<file path="src/rtl/switch_control_pkg.sv">
// Shared constants, port/state encodings and helpers for the Phoenix switch control.
// Optional statistics counters are enabled with the macro SWITCH_CONTROL_STATS_EN.
package switch_control_pkg;

  localparam int NPORT      = 5;
  localparam int FLIT_WIDTH = 16;
  localparam int PW         = $clog2(NPORT);

  localparam int ADDR_W = 8;
  localparam int X_MSB  = 7;
  localparam int X_LSB  = 4;
  localparam int Y_MSB  = 3;
  localparam int Y_LSB  = 0;

  typedef enum logic [PW-1:0] {
    EAST  = 3'd0,
    WEST  = 3'd1,
    NORTH = 3'd2,
    SOUTH = 3'd3,
    LOCAL = 3'd4
  } port_e;

  typedef enum logic [2:0] {
    IDLE  = 3'd0,
    ARB   = 3'd1,
    WAIT  = 3'd2,
    ROUTE = 3'd3,
    GRANT = 3'd4
  } state_e;

  // Saturating 16-bit increment for the statistics counters.
  function automatic logic [15:0] sat_inc(input logic [15:0] v);
    if (v == 16'hFFFF) begin
      sat_inc = v;
    end else begin
      sat_inc = v + 16'd1;
    end
  endfunction

endpackage

</file>
<file path="src/rtl/switch_control_if.sv">
// Input-buffer, arbiter and crossbar signals of the switch control.
// master = switch control, slave = buffers/arbiter/crossbar environment.
interface switch_control_if;
  import switch_control_pkg::*;

  logic [NPORT-1:0]            h;
  logic [NPORT*FLIT_WIDTH-1:0] data_in;
  logic [NPORT-1:0]            sender;
  logic [NPORT-1:0]            arb_requests;
  logic                        arb_enable;
  logic [PW-1:0]               arb_selected;
  logic [NPORT-1:0]            ack_h;
  logic [NPORT*PW-1:0]         mux_in;
  logic [NPORT*PW-1:0]         mux_out;
  logic [NPORT-1:0]            free;

  modport master (
    input  h, data_in, sender, arb_selected,
    output arb_requests, arb_enable, ack_h, mux_in, mux_out, free
  );

  modport slave (
    output h, data_in, sender, arb_selected,
    input  arb_requests, arb_enable, ack_h, mux_in, mux_out, free
  );

endinterface

</file>
<file path="src/rtl/switch_control_xy_route.sv">
// Combinational XY routing: target address + local address -> output port index.
module switch_control_xy_route
  import switch_control_pkg::*;
(
  input  logic [ADDR_W-1:0] target_i,
  input  logic [ADDR_W-1:0] local_i,
  output logic [PW-1:0]     port_o
);

  logic [3:0] tx_s;
  logic [3:0] ty_s;
  logic [3:0] lx_s;
  logic [3:0] ly_s;

  assign tx_s = target_i[X_MSB:X_LSB];
  assign ty_s = target_i[Y_MSB:Y_LSB];
  assign lx_s = local_i[X_MSB:X_LSB];
  assign ly_s = local_i[Y_MSB:Y_LSB];

  // X is resolved completely before Y is considered.
  always_comb begin
    port_o = LOCAL;
    if (tx_s > lx_s) begin
      port_o = EAST;
    end else if (tx_s < lx_s) begin
      port_o = WEST;
    end else if (ty_s > ly_s) begin
      port_o = NORTH;
    end else if (ty_s < ly_s) begin
      port_o = SOUTH;
    end else begin
      port_o = LOCAL;
    end
  end

endmodule

</file>
<file path="src/rtl/switch_control.sv">
// Phoenix router switch control: arbitrates headers, XY-routes them and owns the crossbar tables.
// Define SWITCH_CONTROL_STATS_EN to add grant_count/block_count outputs.
module switch_control
  import switch_control_pkg::*;
(
  input  logic                 clock,
  input  logic                 reset,
  input  logic [ADDR_W-1:0]    address,
`ifdef SWITCH_CONTROL_STATS_EN
  output logic [15:0]          grant_count,
  output logic [15:0]          block_count,
`endif
  switch_control_if.master     sw
);

  state_e           state_q, state_d;
  logic [PW-1:0]    sel_q, sel_d;
  logic [PW-1:0]    tgt_q, tgt_d;
  logic [NPORT-1:0] free_q, free_d;
  logic [NPORT-1:0] connected_q, connected_d;
  logic [NPORT-1:0] ack_q, ack_d;
  logic [NPORT-1:0] sender_prev_q;
  logic [PW-1:0]    mux_in_q  [NPORT];
  logic [PW-1:0]    mux_in_d  [NPORT];
  logic [PW-1:0]    mux_out_q [NPORT];
  logic [PW-1:0]    mux_out_d [NPORT];
  logic             arb_enable_q;

  logic [NPORT-1:0]  requests_s;
  logic [NPORT-1:0]  release_s;
  logic [ADDR_W-1:0] head_s;
  logic [PW-1:0]     route_s;
  logic              sel_valid_s;
  logic              grant_ok_s;

  assign requests_s  = sw.h & ~connected_q;
  assign release_s   = sender_prev_q & ~sw.sender & connected_q;
  assign head_s      = sw.data_in[sel_q*FLIT_WIDTH +: ADDR_W];
  // An out-of-range or idle selection is treated as "no request behind it".
  assign sel_valid_s = (sel_q < PW'(NPORT)) && requests_s[sel_q];
  assign grant_ok_s  = (state_q == GRANT) && free_q[tgt_q];

  switch_control_xy_route u_xy_route (
    .target_i (head_s),
    .local_i  (address),
    .port_o   (route_s)
  );

  // Next-state logic of the arbitration/grant sequencer.
  always_comb begin
    state_d = state_q;
    sel_d   = sel_q;
    tgt_d   = tgt_q;
    case (state_q)
      IDLE: begin
        if (|requests_s) begin
          state_d = ARB;
        end else begin
          state_d = IDLE;
        end
      end
      ARB: begin
        state_d = WAIT;
      end
      WAIT: begin
        sel_d   = sw.arb_selected;
        state_d = ROUTE;
      end
      ROUTE: begin
        if (sel_valid_s) begin
          tgt_d   = route_s;
          state_d = GRANT;
        end else begin
          state_d = IDLE;
        end
      end
      GRANT: begin
        state_d = IDLE;
      end
      default: begin
        state_d = IDLE;
      end
    endcase
  end

  // Connection tables: releases first, then a grant tested against the pre-release free vector.
  always_comb begin
    free_d      = free_q;
    connected_d = connected_q & ~release_s;
    ack_d       = {NPORT{1'b0}};
    mux_in_d    = mux_in_q;
    mux_out_d   = mux_out_q;
    for (int i = 0; i < NPORT; i++) begin
      if (release_s[i]) begin
        free_d[mux_out_q[i]] = 1'b1;
      end else begin
        free_d = free_d;
      end
    end
    if (grant_ok_s) begin
      free_d[tgt_q]      = 1'b0;
      mux_in_d[tgt_q]    = sel_q;
      mux_out_d[sel_q]   = tgt_q;
      connected_d[sel_q] = 1'b1;
      ack_d[sel_q]       = 1'b1;
    end else begin
      ack_d = {NPORT{1'b0}};
    end
  end

  // State, selection and table registers.
  always_ff @(posedge clock or posedge reset) begin
    if (reset) begin
      state_q       <= IDLE;
      sel_q         <= {PW{1'b0}};
      tgt_q         <= {PW{1'b0}};
      free_q        <= {NPORT{1'b1}};
      connected_q   <= {NPORT{1'b0}};
      ack_q         <= {NPORT{1'b0}};
      sender_prev_q <= {NPORT{1'b0}};
      arb_enable_q  <= 1'b0;
      for (int i = 0; i < NPORT; i++) begin
        mux_in_q[i]  <= {PW{1'b0}};
        mux_out_q[i] <= {PW{1'b0}};
      end
    end else begin
      state_q       <= state_d;
      sel_q         <= sel_d;
      tgt_q         <= tgt_d;
      free_q        <= free_d;
      connected_q   <= connected_d;
      ack_q         <= ack_d;
      sender_prev_q <= sw.sender;
      arb_enable_q  <= (state_d == ARB);
      mux_in_q      <= mux_in_d;
      mux_out_q     <= mux_out_d;
    end
  end

  assign sw.arb_requests = requests_s;
  assign sw.arb_enable   = arb_enable_q;
  assign sw.ack_h        = ack_q;
  assign sw.free         = free_q;

  for (genvar g = 0; g < NPORT; g++) begin : g_pack
    assign sw.mux_in[g*PW +: PW]  = mux_in_q[g];
    assign sw.mux_out[g*PW +: PW] = mux_out_q[g];
  end

`ifdef SWITCH_CONTROL_STATS_EN
  logic [15:0] grant_count_q;
  logic [15:0] block_count_q;
  logic        grant_blk_s;

  assign grant_blk_s = (state_q == GRANT) && !free_q[tgt_q];

  // Saturating grant/block statistics.
  always_ff @(posedge clock or posedge reset) begin
    if (reset) begin
      grant_count_q <= 16'd0;
      block_count_q <= 16'd0;
    end else begin
      if (grant_ok_s) begin
        grant_count_q <= sat_inc(grant_count_q);
      end
      if (grant_blk_s) begin
        block_count_q <= sat_inc(block_count_q);
      end
    end
  end

  assign grant_count = grant_count_q;
  assign block_count = block_count_q;
`endif

endmodule

</file>
<file path="src/flat_wrapper.sv">
// flat-port wrapper written by rule: the top's interface ports become plain ports
module switch_control_flat import switch_control_pkg::*;
  (clock, reset, address, sw_h, sw_data_in, sw_sender, sw_arb_selected, sw_arb_requests, sw_arb_enable, sw_ack_h, sw_mux_in, sw_mux_out, sw_free);
  switch_control_if sw_i ();
  input  logic clock;
  input  logic reset;
  input  logic [ADDR_W-1:0] address;
  input wire logic [$bits(sw_i.h)-1:0] sw_h;
  input wire logic [$bits(sw_i.data_in)-1:0] sw_data_in;
  input wire logic [$bits(sw_i.sender)-1:0] sw_sender;
  input wire logic [$bits(sw_i.arb_selected)-1:0] sw_arb_selected;
  output wire logic [$bits(sw_i.arb_requests)-1:0] sw_arb_requests;
  output wire logic [$bits(sw_i.arb_enable)-1:0] sw_arb_enable;
  output wire logic [$bits(sw_i.ack_h)-1:0] sw_ack_h;
  output wire logic [$bits(sw_i.mux_in)-1:0] sw_mux_in;
  output wire logic [$bits(sw_i.mux_out)-1:0] sw_mux_out;
  output wire logic [$bits(sw_i.free)-1:0] sw_free;
  assign sw_i.h = sw_h;
  assign sw_i.data_in = sw_data_in;
  assign sw_i.sender = sw_sender;
  assign sw_i.arb_selected = sw_arb_selected;
  assign sw_arb_requests = sw_i.arb_requests;
  assign sw_arb_enable = sw_i.arb_enable;
  assign sw_ack_h = sw_i.ack_h;
  assign sw_mux_in = sw_i.mux_in;
  assign sw_mux_out = sw_i.mux_out;
  assign sw_free = sw_i.free;
  switch_control u_core (.clock(clock), .reset(reset), .address(address), .sw(sw_i));
endmodule
</file>
<file path="config.mk">
export PLATFORM = sky130hd
export DESIGN_NAME = switch_control_flat
export DESIGN_NICKNAME = d
export VERILOG_FILES = /design/src/rtl/switch_control_pkg.sv /design/src/rtl/switch_control_if.sv /design/src/rtl/switch_control_xy_route.sv /design/src/rtl/switch_control.sv /design/src/flat_wrapper.sv
export SDC_FILE = /design/constraint.sdc
export NUM_CORES = 1
export LEC_CHECK = 0
export CAP_MARGIN = 30
export CORE_ASPECT_RATIO = 0.7
export CORE_MARGIN = 1.5
export CORE_UTILIZATION = 39
export CTS_BUF_LIST = sky130_fd_sc_hd__clkbuf_8
export CTS_CLUSTER_SIZE = 16
export DETAILED_ROUTE_END_ITERATION = 10
export GPL_ROUTABILITY_DRIVEN = 0
export GPL_TIMING_DRIVEN = 0
export HOLD_SLACK_MARGIN = 0.08
export PLACE_DENSITY = 0.79
export SLEW_MARGIN = 25
export SYNTH_ARGS = -nofsm -noshare
export SYNTH_HDL_FRONTEND = slang
export SYNTH_SLANG_ARGS = --single-unit
</file>
<file path="constraint.sdc">
create_clock -name clock -period 2.5 [get_ports clock]
set_clock_uncertainty 0.1 [all_clocks]
set_input_delay 0.75 -clock clock [delete_from_list [all_inputs] [get_ports clock]]
set_output_delay 0.75 -clock clock [all_outputs]
set_load 0.02 [all_outputs]
</file>
==> impl_metrics.json <==
{
  "status": "finished with violations",
  "violations": "negative setup slack",
  "insertion_delay_ns": 0.34,
  "required_ns": 2.62,
  "grt_usage_pct": 21.63,
  "finalMaxSlewViolations": 0,
  "core_area_sq_um": 7939,
  "power_leakage_nw": 2.194,
  "syn_inst": 301,
  "synthArstFlopShare_pct": 100.0,
  "reg2reg_to": "u_core.tgt_q[2]",
  "ctsHoldBuffers": 0,
  "intPower_mw": 2.572,
  "clk_pin_slew_ns": 0.06,
  "root_buffer": "clkbuf_8",
  "worst-setup-path-type": "in2reg",
  "holdPathStages": 1,
  "regArea_sq_um": 1510,
  "n_antenna_cell": 0,
  "slowest_stage": "clkdlybuf4s50_1",
  "finalSetupViolations": 1,
  "die_width_um": 111.6,
  "cpPeakStageDelay_ns": 0.46,
  "p_sw_share_pct": 37.78,
  "combPwrFrac_pct": 48.8,
  "ios": 149,
  "worstPathCellList": "clkdlybuf4s50_1, mux2i_1, nor2_1, a31oi_1, o22a_1, ha_1, nand2_1, nor3_1, a32o_1, mux2_4",
  "yosysWarnings": 0,
  "multiInputGateArea_sq_um": 1652,
  "synth_seq_cells": 60,
  "die_y_um": 79.05,
  "synth-edff-count": 0,
  "synth_top_flop_cell": "dfrtp_1",
  "crit_start": "sw_data_in[4]",
  "min_period_ns": 2.511,
  "synth_area_sq_um": 3222,
  "maxSlewHeadroom_pct": 52.54,
  "dpl_cell_area_sq_um": 4459,
  "tightest_slew_ns": 0.7104,
  "dieArea_sq_um": 8824,
  "power_density_nw_per_um2": 856.9,
  "synth_area_leader_cell": "dfrtp_1",
  "design_area_sq_um": 4823,
  "avgSynthCellArea_sq_um": 10.70,
  "rrSetupSlack_ns": 0.02,
  "irDropWorstVdd_v": 0.0004869,
  "critPathLaunchType": "input pin",
  "reg2reg_depth": 11,
  "post-route-period-util_pct": 100.4,
  "num-fill-cells": 674,
  "ant_nets": 0,
  "drt-pass1-iter-count": 4,
  "vias": 2872,
  "netlist-cell-type-count": 55,
  "p_clk_share_pct": 19.8,
  "path_max_fanout": 2,
  "wl_per_cell_um": 17.60,
  "grt_pass1_wl_um": 14840,
  "tns_ns": -0.01055,
  "cts_tree": "yes",
  "drive_above_1_share_pct": 23.61,
  "endpoint": "u_core.tgt_q[0]",
  "grt_max_degree": 55,
  "htree_levels": 3,
  "synthTopCellsByArea": "dfrtp_1 (43%), mux2_2 (10%), dfstp_2 (4.1%)",
  "dp_hpwl_um": 7009,
  "synth_top_area_share_pct": 42.72,
  "worst_slack_ns": -0.01055,
  "final_nets": 538,
  "clkSinkCount": 60,
  "r2r-start": "u_core.sel_q[0]",
  "min_path_type": "reg2reg",
  "syn_to_final_growth_pct": 49.71,
  "maxCapViolations": 0,
  "ys_seq_area_share_pct": 46.80,
  "overflow": 0,
  "syn_nets": 412,
  "wl_um": 9379,
  "hold_ws_ns": 0.4121,
  "cts-buffers-inserted": 9,
  "finalHoldViolations": 0,
  "cp-end-kind": "flip-flop",
  "routed_via_density": 5.388,
  "cp.arrival_ns": 2.63,
  "rows": 27,
  "grt_pass1_vias": 2937,
  "port-buffer-count": 108,
  "switching_power_mw": 1.561,
  "antenna_found_initial": 0,
  "start_util_pct": 40.58,
  "rsz0062_at_grt": "true",
  "seqPwrFrac_pct": 31.4,
  "layout_commonest_cell": "clkdlybuf4s50_1",
  "fmax_mhz": 398.3,
  "final_cell_mix": "clkdlybuf4s50_1 (87), dfrtp_1 (53), inv_1 (28), mux2_2 (27), nand2_1 (17)",
  "drcViolationCount": 0,
  "drtIter0Drc": 98,
  "clockBufferDepth": 2
}
## through the flow
| step | worst slack [ns] | power, mW | std cells | utilization [%] |
|---|---|---|---|---|
| 2_1_floorplan | 0.01442 | 2.318 | 301 | - |
| 3_3_place_gp | -0.8424 | 2.856 | 510 | 55.79 |
| 3_5_place_dp | -0.6133 | 2.918 | 511 | 56.17 |
| 4_1_cts | -0.009634 | 3.995 | 528 | 59.72 |
| 5_1_grt | -0.1115 | 4.400 | 533 | 60.76 |
| 6_report | -0.01055 | 4.133 | 533 | 60.76 |
## registers in the layout, indices dropped and copies added, names as in the netlist
name and flops:
u_core.state_q 3, u_core.sender_prev_q 5, u_core.tgt_q 3, u_core.sw.ack_h 5, u_core.sw.mux_out 15, u_core.sw.mux_in 15, u_core.sw.arb_enable 1, u_core.sel_q 3
u_core.connected_q 5, u_core.sw.free 5
## final cells by class
class,instances,area share [%]
well taps,101,2.620
flip-flops and latches,60,31.31
clock buffers,9,2.568
multi-input cells,198,34.24
inverters,31,2.542
clock inverters,7,1.245
repair buffers,116,23.71
plain buffers,11,1.764
## cell families after synthesis
logic type	share of synthesized area [%]
buf+inv	5.243
fa+ha+maj	3.107
xor+xnor	0.2719
mux	15.11
compound gates	12.51
simple gates	16.97
flops	46.80
## cells in the mapped netlist, types with 3 or more instances
master	count
o21ai_0	11
dfstp_2	5
nor3b_1	5
nor4bb_1	6
nand3b_1	5
nor2_1	13
mux4_2	4
inv_1	31
nand4_1	7
a21oi_1	5
ha_1	8
mux2_2	29
dfrtp_1	55
nand2b_1	6
nor2b_1	7
clkbuf_1	7
nand2_1	18
a22o_1	4
buf_2	3
o22ai_1	3
mux2i_1	7
nor3_1	7
nand3_1	5
nor4_1	5
a31oi_1	5
a22oi_1	4
o211ai_1	5
## critical path: cells and delay by family
kind,cells,cell delay [ns]
and+or+nand+nor,3,0.28
muxes,2,0.32
AOI/OAI and AO/OA,3,0.53
buffers and inverters,1,0.46
adders and majority gates,1,0.28
## power by group through the flow
stage / sequential (mW) / clock, mW / combinational (mW)
floorplan: 1.36 / 0 / 0.963
global placement: 1.29 / 0 / 1.57
detailed placement: 1.30 / 0 / 1.62
CTS: 1.29 / 0.843 / 1.86
global route: 1.32 / 0.897 / 2.18
finish: 1.30 / 0.820 / 2.02
## routing by layer
metal / wire length (um) / up-vias / global-route usage [%] / part of all wire [%]
met5: 0 / - / 0 / 0
met4: 29 / 0 / 5.443 / 0.31
met2: 4408 / 109 / 33.78 / 47
met3: 790 / 4 / 7.099 / 8.4
met1: 4150 / 1397 / 29.16 / 44
li1: - / 1362 / - / -
## what timing repair did
action / CTS / global route
gates cloned: 1 / 0
pin swaps: 15 / 11
gates resized for setup: 67 / 21
buffers inserted: 1 / 5
endpoints found under the setup margin: 8 / 6
## worst min-delay path by stage
stage / endpoint / from / slack, ns
finish: u_core.sw.mux_in[12] / u_core.sw.mux_in[12] / 0.41
global route: u_core.sw.mux_in[4] / u_core.sw.mux_in[4] / 0.44
CTS: u_core.sw.mux_in[12] / u_core.sw.mux_in[12] / 0.42
detailed placement: u_core.sw.mux_in[7] / u_core.sw.mux_in[7] / 0.40
global placement: u_core.sw.mux_in[0] / u_core.sw.mux_in[0] / 0.39
floorplan: u_core.state_q[1] / u_core.state_q[2] / 0.39
Power figures use the tool's default switching activity.
